**src/rtl/mem_arb_pkg.sv**
```systemverilog
// Shared definitions for the memory access arbiter.
//   state_e   : arbiter mode (FUNC, DRAIN, TEST)
//   owner_e   : read-return owner tag carried through the tag pipeline
//   TAG_DEPTH : number of read-tag stages between acceptance and data return
// Optional feature macro used by the arbiter: MEM_ARB_ROUND_ROBIN_EN.
package mem_arb_pkg;

    typedef enum logic [1:0] {
        FUNC  = 2'd0,
        DRAIN = 2'd1,
        TEST  = 2'd2
    } state_e;

    typedef enum logic {
        OWN_BIST = 1'b0,
        OWN_USR  = 1'b1
    } owner_e;

    localparam int TAG_DEPTH = 2;

endpackage

```
**src/rtl/mem_arb_sel.sv**
```systemverilog
// Combinational winner selection for the memory access arbiter.
// Ports:
//   clk, rst            : clock / async active-low reset (round-robin build only)
//   state, test_mode    : current arbiter mode and requested mode
//   bist_req, usr_req   : command requests
//   bist_gnt, usr_gnt   : grants, at most one high per cycle
// Macro MEM_ARB_ROUND_ROBIN_EN: defined -> alternating priority with a pointer
// register; undefined -> fixed priority, MBIST wins.
module mem_arb_sel
    import mem_arb_pkg::*;
(
`ifdef MEM_ARB_ROUND_ROBIN_EN
    input  logic   clk,
    input  logic   rst,
`endif
    input  state_e state,
    input  logic   test_mode,
    input  logic   bist_req,
    input  logic   usr_req,
    output logic   bist_gnt,
    output logic   usr_gnt
);

    // Functional arbitration only while in FUNC and no mode change is pending.
    logic func_arb;
    assign func_arb = (state == FUNC) && !test_mode;

`ifdef MEM_ARB_ROUND_ROBIN_EN
    // ptr_q names the requester that wins the next contested cycle.
    owner_e ptr_q;
    owner_e ptr_d;

    always_comb begin
        bist_gnt = 1'b0;
        usr_gnt  = 1'b0;
        ptr_d    = ptr_q;
        if (func_arb) begin
            if (bist_req && usr_req) begin
                if (ptr_q == OWN_USR) begin
                    usr_gnt = 1'b1;
                end else begin
                    bist_gnt = 1'b1;
                end
            end else begin
                bist_gnt = bist_req;
                usr_gnt  = usr_req;
            end
            // Any grant hands priority to the other requester.
            if (usr_gnt) begin
                ptr_d = OWN_BIST;
            end else if (bist_gnt) begin
                ptr_d = OWN_USR;
            end
        end else if ((state == TEST) && test_mode) begin
            bist_gnt = bist_req;
        end
    end

    always_ff @(posedge clk or negedge rst) begin
        if (!rst) begin
            ptr_q <= OWN_USR;
        end else begin
            ptr_q <= ptr_d;
        end
    end
`else
    always_comb begin
        bist_gnt = 1'b0;
        usr_gnt  = 1'b0;
        if (func_arb) begin
            bist_gnt = bist_req;
            usr_gnt  = usr_req && !bist_req;
        end else if ((state == TEST) && test_mode) begin
            bist_gnt = bist_req;
        end
    end
`endif

endmodule

```
**src/rtl/mem_access_arbiter.sv**
```systemverilog
// Shares one single-port memory between the MBIST engine and a functional
// user port. The winning command is registered onto mem_*; read data returns
// two cycles after the grant to the owner recorded in a two-stage tag pipeline.
// A mode FSM (FUNC / DRAIN / TEST) drains outstanding reads before switching.
// Ports:
//   clk, rst (async active-low), test_mode
//   bist_* / usr_*  : req/gnt command ports and rvalid/rdata returns
//   mem_*           : registered memory command, mem_rdata return
//   in_test         : high while in TEST
// Macro MEM_ARB_ROUND_ROBIN_EN selects round-robin instead of fixed priority.
module mem_access_arbiter
    import mem_arb_pkg::*;
#(
    parameter int ADDR_WIDTH = 8,
    parameter int DATA_WIDTH = 8
) (
    input  logic                  clk,
    input  logic                  rst,
    input  logic                  test_mode,
    input  logic                  bist_req,
    input  logic                  bist_we,
    input  logic [ADDR_WIDTH-1:0] bist_addr,
    input  logic [DATA_WIDTH-1:0] bist_wdata,
    output logic                  bist_gnt,
    output logic                  bist_rvalid,
    output logic [DATA_WIDTH-1:0] bist_rdata,
    input  logic                  usr_req,
    input  logic                  usr_we,
    input  logic [ADDR_WIDTH-1:0] usr_addr,
    input  logic [DATA_WIDTH-1:0] usr_wdata,
    output logic                  usr_gnt,
    output logic                  usr_rvalid,
    output logic [DATA_WIDTH-1:0] usr_rdata,
    output logic                  mem_en,
    output logic                  mem_we,
    output logic [ADDR_WIDTH-1:0] mem_addr,
    output logic [DATA_WIDTH-1:0] mem_wdata,
    input  logic [DATA_WIDTH-1:0] mem_rdata,
    output logic                  in_test
);

    state_e                state_q, state_d;
    logic                  in_test_q, in_test_d;
    logic                  mem_en_q, mem_en_d;
    logic                  mem_we_q, mem_we_d;
    logic [ADDR_WIDTH-1:0] mem_addr_q, mem_addr_d;
    logic [DATA_WIDTH-1:0] mem_wdata_q, mem_wdata_d;
    logic [TAG_DEPTH-1:0]  tag_vld_q, tag_vld_d;
    logic [TAG_DEPTH-1:0]  tag_own_q, tag_own_d;
    logic [DATA_WIDTH-1:0] bist_rdata_q, bist_rdata_d;
    logic [DATA_WIDTH-1:0] usr_rdata_q, usr_rdata_d;

    logic bist_acc;
    logic usr_acc;

    mem_arb_sel u_sel (
`ifdef MEM_ARB_ROUND_ROBIN_EN
        .clk       (clk),
        .rst       (rst),
`endif
        .state     (state_q),
        .test_mode (test_mode),
        .bist_req  (bist_req),
        .usr_req   (usr_req),
        .bist_gnt  (bist_gnt),
        .usr_gnt   (usr_gnt)
    );

    assign bist_acc = bist_req && bist_gnt;
    assign usr_acc  = usr_req && usr_gnt;

    // The last tag stage lines up with mem_rdata from the memory.
    assign bist_rvalid = tag_vld_q[TAG_DEPTH-1] && (tag_own_q[TAG_DEPTH-1] == OWN_BIST);
    assign usr_rvalid  = tag_vld_q[TAG_DEPTH-1] && (tag_own_q[TAG_DEPTH-1] == OWN_USR);

    always_comb begin
        // Mode FSM; DRAIN leaves only once no read is in flight.
        state_d = state_q;
        unique case (state_q)
            FUNC:    if (test_mode)  state_d = DRAIN;
            TEST:    if (!test_mode) state_d = DRAIN;
            DRAIN:   if (tag_vld_q == '0) state_d = test_mode ? TEST : FUNC;
            default: state_d = FUNC;
        endcase
        in_test_d = (state_d == TEST);

        // Command register: hold address/data when nothing is accepted.
        mem_en_d    = bist_acc || usr_acc;
        mem_we_d    = 1'b0;
        mem_addr_d  = mem_addr_q;
        mem_wdata_d = mem_wdata_q;
        if (bist_acc) begin
            mem_we_d    = bist_we;
            mem_addr_d  = bist_addr;
            mem_wdata_d = bist_wdata;
        end else if (usr_acc) begin
            mem_we_d    = usr_we;
            mem_addr_d  = usr_addr;
            mem_wdata_d = usr_wdata;
        end

        // Tag pipeline: only reads are tracked.
        tag_vld_d = {tag_vld_q[TAG_DEPTH-2:0], (bist_acc && !bist_we) || (usr_acc && !usr_we)};
        tag_own_d = {tag_own_q[TAG_DEPTH-2:0], usr_acc ? OWN_USR : OWN_BIST};

        // Return data passes through on rvalid and otherwise holds.
        bist_rdata_d = bist_rvalid ? mem_rdata : bist_rdata_q;
        usr_rdata_d  = usr_rvalid  ? mem_rdata : usr_rdata_q;
    end

    always_ff @(posedge clk or negedge rst) begin
        if (!rst) begin
            state_q      <= FUNC;
            in_test_q    <= 1'b0;
            mem_en_q     <= 1'b0;
            mem_we_q     <= 1'b0;
            mem_addr_q   <= '0;
            mem_wdata_q  <= '0;
            tag_vld_q    <= '0;
            tag_own_q    <= '0;
            bist_rdata_q <= '0;
            usr_rdata_q  <= '0;
        end else begin
            state_q      <= state_d;
            in_test_q    <= in_test_d;
            mem_en_q     <= mem_en_d;
            mem_we_q     <= mem_we_d;
            mem_addr_q   <= mem_addr_d;
            mem_wdata_q  <= mem_wdata_d;
            tag_vld_q    <= tag_vld_d;
            tag_own_q    <= tag_own_d;
            bist_rdata_q <= bist_rdata_d;
            usr_rdata_q  <= usr_rdata_d;
        end
    end

    assign in_test    = in_test_q;
    assign mem_en     = mem_en_q;
    assign mem_we     = mem_we_q;
    assign mem_addr   = mem_addr_q;
    assign mem_wdata  = mem_wdata_q;
    assign bist_rdata = bist_rdata_d;
    assign usr_rdata  = usr_rdata_d;

endmodule

```
**config.mk**
```make
export PLATFORM = sky130hd
export DESIGN_NAME = mem_access_arbiter
export DESIGN_NICKNAME = d
export VERILOG_FILES = /design/src/rtl/mem_arb_pkg.sv /design/src/rtl/mem_arb_sel.sv /design/src/rtl/mem_access_arbiter.sv
export SDC_FILE = /design/constraint.sdc
export NUM_CORES = 1
export LEC_CHECK = 0
export CAP_MARGIN = 20
export CORE_ASPECT_RATIO = 0.6
export CORE_MARGIN = 3
export CORE_UTILIZATION = 40
export DETAILED_ROUTE_END_ITERATION = 10
export GPL_ROUTABILITY_DRIVEN = 0
export PLACE_DENSITY = 0.79
export REMOVE_ABC_BUFFERS = 1
export SLEW_MARGIN = 10
export SYNTH_ARGS = -nofsm -noshare
export SYNTH_HDL_FRONTEND = slang
export SYNTH_SLANG_ARGS = --single-unit
```
**constraint.sdc**
```tcl
create_clock -name clk -period 3.4 [get_ports clk]
set_clock_uncertainty 0.15 [all_clocks]
set_input_delay 0.34 -clock clk [delete_from_list [all_inputs] [get_ports clk]]
set_output_delay 0.34 -clock clk [all_outputs]
set_load 0.03 [all_outputs]
```
; ---- After elaboration in Yosys (flattened, before gate mapping)
; Cells that the tools add are included.
[totals]
ff_bits = 41
inputBits = 47
word_cells = 49
output_inout_bits = 39
[op_classes]
bitwise = 1
eq_ne = 3
reduce_logical = 18
mux = 17
[ops]
columns = cell, n
row1 = $mux W8, 6
row2 = $logic_and A1 B1 Y1, 9
row3 = $mux W2, 4
row4 = $mux W1, 6
row5 = $pmux W2 S3, 1
row6 = $eq A2 B2 Y1 const B, 2
row7 = $logic_not A1 Y1, 4
row8 = $logic_not A2 Y1, 2
row9 = $eq A2 B1 Y1 const B, 1
row10 = $logic_or A1 B1 Y1, 2
row11 = $reduce_bool A2 Y1, 1
row12 = $not A1 Y1, 1

; ---- Depth between registers and ports, before layout
; Gate-level depths: netlist (run 1).
[depth]
depth_word = 7
ltp_mapped = 6
ltp_nobuf = 4

; ---- Hierarchy
; Synthesis (run 1) repeated with hierarchy kept, for this count alone.
[unflattened]
hier_cells = 163
area_unflattened_um2 = 1936.9
[modules_own_cells]
columns = mod, instances, seq_area_each_um2, area_each_um2, cells_each
row1 = mem_access_arbiter, 1, 1026.0, 1908.1, 159
row2 = mem_arb_sel, 1, 0.0, 28.8, 4

; ---- Worst setup path before layout (run 1)
; Ideal clock, no wire load.
[synth_timing]
kind = register -> register
startpoint = register state_q[1]
endpoint = register mem_addr_q[0] (netlist: mem_addr[0])
arrival_ns = 1.537
stages_incl_launch_ff = 7
setup_time_ns = 0.125
synth_period_minus_slack_ns = 1.812
t_required_ns = 3.125
n_path_buf = 2
slack_ns = 1.588
cell_sequence = dfrtp_1 buf_6 nor2_1 o21ai_0 a21oi_4 buf_6 mux2_2
[synth_via]
elab_chain_len = 6
word_cells_on_any_way = 11
cone_classes = eq/ne (1) / mux (4) / reduce/logical (6)
[synth_lines]
columns = item, line
row1 = "start, declared", mem_access_arbiter.sv:42  ; state_e state_q, state_d;
row2 = "start signal, assigned", mem_access_arbiter.sv:124  ; state_q <= state_d;
row3 = $eq A2 B2 Y1, mem_arb_sel.sv:73  ; end else if ((state == TEST) && test_mode) begin
row4 = $logic_and A1 B1 Y1, mem_arb_sel.sv:73
row5 = $mux W1, mem_arb_sel.sv:73
row6 = $mux W1, mem_arb_sel.sv:70  ; if (func_arb) begin
row7 = $logic_and A1 B1 Y1, mem_access_arbiter.sv:69  ; assign bist_acc = bist_req && bist_gnt;
row8 = $mux W8 / $reduce_bool A2 Y1 (equally long branches), n/a
row9 = "end signal, assigned", mem_access_arbiter.sv:128  ; mem_addr_q <= mem_addr_d;
row10 = "end, declared", mem_access_arbiter.sv:46  ; logic [ADDR_WIDTH-1:0] mem_addr_q, mem_addr_d;
; Several ways; a longest one is shown, not always the timed one.
; A chain may end at the register's enable or synchronous reset.

; ---- Final worst setup path (run 1)
[layout_timing]
startpoint = input port test_mode
endpoint = output port bist_gnt
[layout_via]
elab_chain_len = 3
word_cells_on_any_way = 5
cone_classes = mux (2) / reduce/logical (3)
[layout_lines]
columns = item, line
row1 = "start, declared", mem_access_arbiter.sv:19  ; input logic test_mode,
row2 = $logic_and A1 B1 Y1 / $logic_not A1 Y1 (equally long branches), "mem_arb_sel.sv:73, mem_arb_sel.sv:26"
row3 = $mux W1 / $logic_and A1 B1 Y1 (equally long branches), "mem_arb_sel.sv:73, mem_arb_sel.sv:26"
row4 = $mux W1 (*), mem_arb_sel.sv:70
row5 = "end, declared", mem_access_arbiter.sv:24  ; output logic bist_gnt,
; Mark *: on every way between the ends. The rest lies on a longest branch, timed or not.

==> results of run 1 <==
sequential cells by signal, summed over array words and instances (netlist names):
| signal | count |
|---|---|
| mem_addr | 8 |
| usr_rdata_q | 8 |
| tag_own_q | 2 |
| state_q | 2 |
| bist_rdata_q | 8 |
| in_test | 1 |
| mem_wdata | 8 |
| mem_we | 1 |
| tag_vld_q | 2 |
| mem_en | 1 |
cells in the mapped netlist (all sizes together):
cell / n
a211oi: 1
a21o: 1
a21oi: 1
a22o: 1
and3: 2
buf: 3
clkbuf: 1
dfrtp: 41
inv: 4
mux2: 48
nand2: 1
nand2b: 1
nand3: 1
nand3b: 1
nor2: 4
nor2b: 1
nor4b: 1
o21a: 2
o21ai: 1
o22ai: 1
xnor2: 1
power groups by stage:
stage / Clock [mW] / Combinational, mW / Sequential (mW)
after floorplan: 0 / 0.663 / 1.02
after global placement: 0 / 1.43 / 0.805
after detailed placement: 0 / 1.45 / 0.823
after CTS: 0.408 / 1.46 / 0.817
after global routing: 0.428 / 1.51 / 0.840
final: 0.399 / 1.45 / 0.816
area by class of cell:
cell class,instances,area (µm²),share of cell area
repair buffers,85,846,0.298
clock inverters,1,30.0,0.0106
well taps,60,75.1,0.0264
inverters,4,15.0,0.00529
multi-input cells,69,761,0.268
clock buffers,7,86.3,0.0304
flip-flops and latches,41,1030,0.361
per-layer routing:
layer,global-route usage,up-vias
met1,0.225,614
met4,0.0556,0
met5,0,-
li1,-,588
met2,0.244,50
met3,0.0651,2
logic make-up (layout without fill, tap and decap cells):
family,after synthesis,in the layout,synth area share
AOI/OAI and AO/OA,8,8,0.0361
muxes,48,48,0.327
xor gates and xnor gates,1,1,0.00885
buffers and inverters,8,97,0.0286
and+or+nand+nor,12,12,0.0422
DFF,41,41,0.558
worst paths after layout:
path	startpoint	end	slack (ns)	cells after the start
setup / recovery	test_mode	bist_gnt	0.58	5
hold / removal	rst	mem_addr[6]	0.002	1
setup reg to reg	state_q[1]	mem_wdata[2]	1.30	4
hold reg to reg	tag_own_q[0]	tag_own_q[1]	0.21	0
max in group asynchronous	rst	state_q[0]	2.55	1
min in group clk	tag_own_q[0]	tag_own_q[1]	0.21	0
==> metrics.json, run 1 <==
{
  "run_status": {"value": "complete, no violations"},
  "ys_ff_latch": {"value": 41},
  "worst_setup_hold_path_clk_slew": {"value": 0.08, "unit": "ns"},
  "design.portCount": {"value": 86},
  "fin_util": {"value": 0.667},
  "die_w": {"value": 93.5, "unit": "µm"},
  "critPathLaunchType": {"value": "primary input"},
  "cts_tree": {"value": "yes"},
  "tightest_slew": {"value": 0.860, "unit": "ns"},
  "place_hpwl": {"value": 3280, "unit": "µm"},
  "cts_hold_repair.buffers": {"value": 0},
  "place.detailed.instances": {"value": 259},
  "total_via_count_after_detailed_routing": {"value": 1254},
  "hold_viol": {"value": 0},
  "drt_pass1_iterations": {"value": 4},
  "detail_route.drc_violations": {"value": 0},
  "critical-path-top-cell-by-count": {"value": "clkdlybuf4s50_1"},
  "antenna_violating_nets_post_route": {"value": 0},
  "mostFrequentLayoutCells": {"value": "clkdlybuf4s50_1, dfrtp_1, mux2_2"},
  "fp.coreArea": {"value": 4260, "unit": "µm²"},
  "dpl-instance-area": {"value": 2720, "unit": "µm²"},
  "layout_min_cycle_time": {"value": 2.82, "unit": "ns"},
  "synth.top_cell.area_share": {"value": 0.558},
  "ratio_of_routed_vias_to_standard_cells": {"value": 4.70},
  "initial_utilization": {"value": 0.432},
  "layout.nets": {"value": 253},
  "grt_start_max_net_pins": {"value": 42},
  "cp_slowest_stage_delay": {"value": 0.69, "unit": "ns"},
  "port_buffers": {"value": 85},
  "synth_cells": {"value": 118},
  "worst_hold_slack": {"value": 0.00250, "unit": "ns"},
  "clkLatencyLatePin": {"value": 0.29, "unit": "ns"},
  "critPathBufInv": {"value": 3},
  "maxCapViolCount": {"value": 0},
  "ys_types": {"value": 22},
  "fin_total_pwr": {"value": 2.66, "unit": "mW"},
  "mostFrequentLayoutCell": {"value": "clkdlybuf4s50_1"},
  "ws_path_type": {"value": "in2out"},
  "post-cts-setup-buffers": {"value": 0},
  "worst-endpoint-required": {"value": 2.91, "unit": "ns"},
  "final-setup-viol-count": {"value": 0},
  "wl_met3": {"value": 341, "unit": "µm"},
  "powerDensity": {"value": 938, "unit": "nW/µm²"},
  "layout.cell_area.non_filler": {"value": 2840, "unit": "µm²"},
  "pwr-share-clk": {"value": 0.150},
  "area_growth": {"value": 54.4, "unit": "%"},
  "switching_share": {"value": 0.382},
  "floorplan.die_area": {"value": 5470, "unit": "µm²"},
  "max_freq": {"value": 355, "unit": "MHz"},
  "period_share": {"value": 0.829},
  "totalNegativeSetupSlack": {"value": 0, "unit": "ns"},
  "wl_per_cell": {"value": 16.4, "unit": "µm"},
  "final-max-slew-violation-count": {"value": 0},
  "place_worst_setup_slack": {"value": 0.586, "unit": "ns"},
  "total_wire_length_after_detailed_routing": {"value": 4380, "unit": "µm"},
  "cts_buffer_depth": {"value": 2},
  "grt_pass1_wl": {"value": 6670, "unit": "µm"},
  "timing.critical_path.fanout_max": {"value": 18},
  "detail_route.wirelength.met1": {"value": 2060, "unit": "µm"},
  "clock-sinks": {"value": 41},
  "via_count_of_the_first_global_routing_pass": {"value": 1308},
  "post_synth.cell_area_avg": {"value": 15.6, "unit": "µm²"},
  "yosys.area.top_type": {"value": "dfrtp_1"},
  "top_sig_layer": {"value": "met4"},
  "crit_path_cells": {"value": "clkdlybuf4s50_1 -> xnor2_2 -> nand3b_4 -> inv_1 -> clkdlybuf4s50_1"},
  "critical_path.endpoint_type": {"value": "output port"},
  "cts-resized-gates": {"value": 0},
  "antenna_found_initial": {"value": 0},
  "total_leakage_power": {"value": 1.24, "unit": "nW"},
  "timing.max_slew.rel_slack": {"value": 0.427},
  "cpMaxStageDelayCell": {"value": "clkdlybuf4s50_1"},
  "post-route-worst-setup-slack": {"value": 0.581, "unit": "ns"},
  "floorplan.die.height": {"value": 58.5, "unit": "µm"},
  "synth-seq-area-share": {"value": 0.558},
  "cts.htree.levels": {"value": 2},
  "number_of_placement_rows": {"value": 18},
  "synth_top_cells_by_area": {"value": "dfrtp_1, mux2_2, mux2_4, buf_6, nand3b_4"},
  "antennaDiodeCount": {"value": 0},
  "ys.warnings.count": {"value": 0},
  "combPwrFrac": {"value": 0.544},
  "p_seq_frac": {"value": 0.306},
  "layout.cells.non_filler": {"value": 267},
  "p_switching": {"value": 1.02, "unit": "mW"},
  "grt_usage": {"value": 0.165},
  "initialDrtViolationCount": {"value": 52},
  "post_route_cells_drive_above_1_share": {"value": 0.285},
  "cts_buffers": {"value": 5},
  "grt_remaining_overflow": {"value": 0},
  "crit_family": {"value": "buffers and inverters"},
  "grt_setup_unrepaired": {"value": "false"},
  "dr_wl_met2": {"value": 1940, "unit": "µm"},
  "mappedNetlistArea": {"value": 1840, "unit": "µm²"},
  "peakVddDrop": {"value": 0.497, "unit": "mV"},
  "hold_path_class": {"value": "in2async"},
  "worst-endpoint-arrival": {"value": 2.33, "unit": "ns"},
  "cellInternalPower": {"value": 1.65, "unit": "mW"},
  "cts.root.buffer_cell": {"value": "clkbuf_8"},
  "layout.filler_cells": {"value": 280}
}
(Power assumes the default switching activity.)
==> inputs of run 2 (changes only) <==
--- a/config.mk
+++ b/config.mk
@@ -8,10 +8,10 @@
 export CAP_MARGIN = 20
 export CORE_ASPECT_RATIO = 0.6
 export CORE_MARGIN = 3
-export CORE_UTILIZATION = 40
+export CORE_UTILIZATION = 37
 export DETAILED_ROUTE_END_ITERATION = 10
 export GPL_ROUTABILITY_DRIVEN = 0
-export PLACE_DENSITY = 0.79
+export PLACE_DENSITY = 0.77
 export REMOVE_ABC_BUFFERS = 1
 export SLEW_MARGIN = 10
 export SYNTH_ARGS = -nofsm -noshare
==> constraint.sdc (replaced) <==
create_clock -name clk -period 2.3 [get_ports clk]
set_clock_uncertainty 0.15 [all_clocks]
set_input_delay 0.23 -clock clk [delete_from_list [all_inputs] [get_ports clk]]
set_output_delay 0.23 -clock clk [all_outputs]
set_load 0.03 [all_outputs]
==> metrics.json, run 2 (same netlist as run 1, synthesis figures left out) <==
{
  "grt_pass1_wl": {"value": 7000, "unit": "µm", "change": "was 6670 µm"},
  "area_growth": {"value": 56.4, "unit": "%", "change": "was 54.4%"},
  "clkLatencyLatePin": {"value": 0.29, "unit": "ns", "change": "about the same"},
  "pwr-share-clk": {"value": 0.156, "change": "was 0.150"},
  "fp.coreArea": {"value": 4680, "unit": "µm²", "change": "was 4260 µm²"},
  "cts_tree": {"value": "yes", "change": "unchanged"},
  "cts.htree.levels": {"value": 2, "change": "unchanged"},
  "total_leakage_power": {"value": 1.31, "unit": "nW", "change": "was 1.24 nW"},
  "switching_share": {"value": 0.387, "change": "was 0.382"},
  "run_status": {"value": "complete, no violations", "change": "unchanged"},
  "initialDrtViolationCount": {"value": 33, "change": "was 52"},
  "powerDensity": {"value": 1330, "unit": "nW/µm²", "change": "was 938 nW/µm²"},
  "layout.filler_cells": {"value": 385, "change": "was 280"},
  "antenna_found_initial": {"value": 0, "change": "unchanged"},
  "peakVddDrop": {"value": 0.580, "unit": "mV", "change": "was 0.497 mV"},
  "ws_path_type": {"value": "reg2out", "change": "was in2out"},
  "wl_per_cell": {"value": 15.6, "unit": "µm", "change": "was 16.4 µm"},
  "area.sequential": {"value": 1030, "unit": "µm²", "change": "unchanged"},
  "layout.cell_area.non_filler": {"value": 2880, "unit": "µm²", "change": "was 2840 µm²"},
  "timing.max_slew.rel_slack": {"value": 0.661, "change": "was 0.427"},
  "critPathLaunchType": {"value": "flop", "change": "was primary input"},
  "worst_setup_hold_path_clk_slew": {"value": 0.08, "unit": "ns", "change": "about the same"},
  "antennaDiodeCount": {"value": 0, "change": "unchanged"},
  "cp-endpoint": {"value": "bist_rvalid", "change": "was bist_gnt"},
  "cts_buffers": {"value": 5, "change": "unchanged"},
  "detail_route.drc_violations": {"value": 0, "change": "unchanged"},
  "fin_util": {"value": 0.614, "change": "was 0.667"},
  "layout.nets": {"value": 257, "change": "was 253"},
  "number_of_placement_rows": {"value": 19, "change": "was 18"},
  "max_freq": {"value": 473, "unit": "MHz"},
  "die_w": {"value": 97.0, "unit": "µm", "change": "was 93.5 µm"},
  "final-setup-viol-count": {"value": 0, "change": "unchanged"},
  "antenna_violating_nets_post_route": {"value": 0, "change": "unchanged"},
  "totalNegativeSetupSlack": {"value": 0, "unit": "ns", "change": "unchanged"},
  "worst-endpoint-required": {"value": 1.92, "unit": "ns", "change": "was 2.91 ns"},
  "via_count_of_the_first_global_routing_pass": {"value": 1363, "change": "was 1308"},
  "ratio_of_routed_vias_to_standard_cells": {"value": 4.61, "change": "was 4.70"},
  "floorplan.die.height": {"value": 60.6, "unit": "µm", "change": "was 58.5 µm"},
  "clock-sinks": {"value": 41, "change": "unchanged"},
  "design.portCount": {"value": 86, "change": "unchanged"},
  "port_buffers": {"value": 85, "change": "unchanged"},
  "cts.root.buffer_cell": {"value": "clkbuf_8", "change": "unchanged"},
  "period_share": {"value": 0.919},
  "r2r-start": {"value": "state_q[1]", "change": "unchanged"},
  "p_seq_frac": {"value": 0.313, "change": "was 0.306"},
  "multi_input_comb_area": {"value": 766, "unit": "µm²", "change": "was 761 µm²"},
  "grt_usage": {"value": 0.155, "change": "was 0.165"},
  "hold_viol": {"value": 0, "change": "unchanged"},
  "combPwrFrac": {"value": 0.531, "change": "was 0.544"},
  "critical_path.endpoint_type": {"value": "output port", "change": "unchanged"},
  "cellInternalPower": {"value": 2.35, "unit": "mW", "change": "was 1.65 mW"},
  "initial_utilization": {"value": 0.393, "change": "was 0.432"},
  "startpoint": {"value": "tag_own_q[1]", "change": "was test_mode"},
  "mostFrequentLayoutCell": {"value": "clkdlybuf4s50_1", "change": "unchanged"},
  "worst_hold_slack": {"value": 0.176, "unit": "ns", "change": "was 0.00250 ns"},
  "grt_remaining_overflow": {"value": 0, "change": "unchanged"},
  "final-max-slew-violation-count": {"value": 0, "change": "unchanged"},
  "drt_pass1_iterations": {"value": 4, "change": "unchanged"},
  "mostFrequentLayoutCells": {"value": "clkdlybuf4s50_1, dfrtp_1, mux2_2", "change": "unchanged"},
  "cts_buffer_depth": {"value": 2, "change": "unchanged"},
  "floorplan.die_area": {"value": 5880, "unit": "µm²", "change": "was 5470 µm²"},
  "tightest_slew": {"value": 0.501, "unit": "ns", "change": "was 0.860 ns"},
  "maxCapViolCount": {"value": 0, "change": "unchanged"},
  "grt_setup_unrepaired": {"value": "false", "change": "unchanged"},
  "layout_min_cycle_time": {"value": 2.11, "unit": "ns"},
  "grt_start_max_net_pins": {"value": 31, "change": "was 42"},
  "reg2reg_setup_slack": {"value": 0.41, "unit": "ns", "change": "was 1.30 ns"},
  "total_via_count_after_detailed_routing": {"value": 1264, "change": "was 1254"},
  "place_hpwl": {"value": 3160, "unit": "µm", "change": "was 3280 µm"},
  "total_wire_length_after_detailed_routing": {"value": 4280, "unit": "µm", "change": "was 4380 µm"},
  "reg2reg_depth": {"value": 4, "change": "unchanged"},
  "post_route_cells_drive_above_1_share": {"value": 0.313, "change": "was 0.285"},
  "hold_path_class": {"value": "in2async", "change": "unchanged"},
  "p_switching": {"value": 1.49, "unit": "mW", "change": "was 1.02 mW"},
  "dpl-instance-area": {"value": 2760, "unit": "µm²", "change": "was 2720 µm²"},
  "post-cts-setup-buffers": {"value": 0, "change": "unchanged"},
  "timing.critical_path.fanout_max": {"value": 9, "change": "was 18"},
  "worst-endpoint-arrival": {"value": 1.73, "unit": "ns", "change": "was 2.33 ns"},
  "r2r-end": {"value": "mem_addr[7]", "change": "was mem_wdata[2]"}
}
run 2: cell count changes in the layout (fill, tap and decap cells not counted), sizes merged:
cell and delta:
buf +4, dlymetal6s2s +1, dlygate4sd3 +1, dlygate4sd2 +16
clkinvlp +1, clkdlybuf4s50 -18, clkbuf -1
run 2: how the worst min path moves through the flow:
| stage | start | end | cells past startpoint |
|---|---|---|---|
| 3_3_place_gp | rst | usr_rdata_q[6] | 1 |
| 5_1_grt | rst | bist_rdata_q[6] | 2 |
| 6_report | rst | usr_rdata_q[6] | 2 |
| 2_1_floorplan | rst | bist_rdata_q[0] | 0 |
| 4_1_cts | rst | usr_rdata_q[6] | 2 |
| 3_5_place_dp | rst | usr_rdata_q[6] | 1 |
run 2: worst max-delay path: stages, from the launching register on:
cell and delay (ns):
dfrtp_1 0.39, nand2b_2 0.29, inv_1 0.09, clkdlybuf4s50_1 0.67
run 2: repair_timing:
action	CTS	global route
endpoints found under the setup margin	16	1
hold endpoints to repair	11	0
hold buffers	1	0
gates resized for setup	18	1
run 2: power by group through the flow:
stage	sequential [mW]	clock [mW]	combinational [mW]
finish	1.20	0.599	2.03
CTS	1.21	0.617	2.06
floorplan	1.50	0	0.980
global placement	1.20	0	2.13
global route	1.25	0.641	2.16
detailed placement	1.21	0	2.16
run 2: metrics by stage:
| stage | std cells | worst slack (ns) | power (mW) |
|---|---|---|---|
| final | 274 | 0.187 | 3.83 |
| after global routing | 274 | 0.0952 | 4.05 |
| after CTS | 274 | 0.0372 | 3.88 |
| after floorplan | 114 | 0.454 | 2.48 |
| after global placement | 265 | 0.116 | 3.33 |
| after detailed placement | 265 | 0.119 | 3.37 |
run 2: final cells by class:
class	count	share of cell area
Sequential cell	41	0.357
Timing Repair Buffer	89	0.303
Multi-Input combinational cell	69	0.266
Clock buffer	6	0.0287
Tap cell	63	0.0274
Clock inverter	2	0.0130
Inverter	4	0.00522
run 2: routing by layer:
layer / GRT usage / vias to the layer above / wire [µm]
met5: 0 / - / 0
met3: 0.0517 / 5 / 320
met1: 0.201 / 604 / 1980
li1: - / 599 / -
met4: 0.0600 / 0 / 59
met2: 0.248 / 56 / 1920
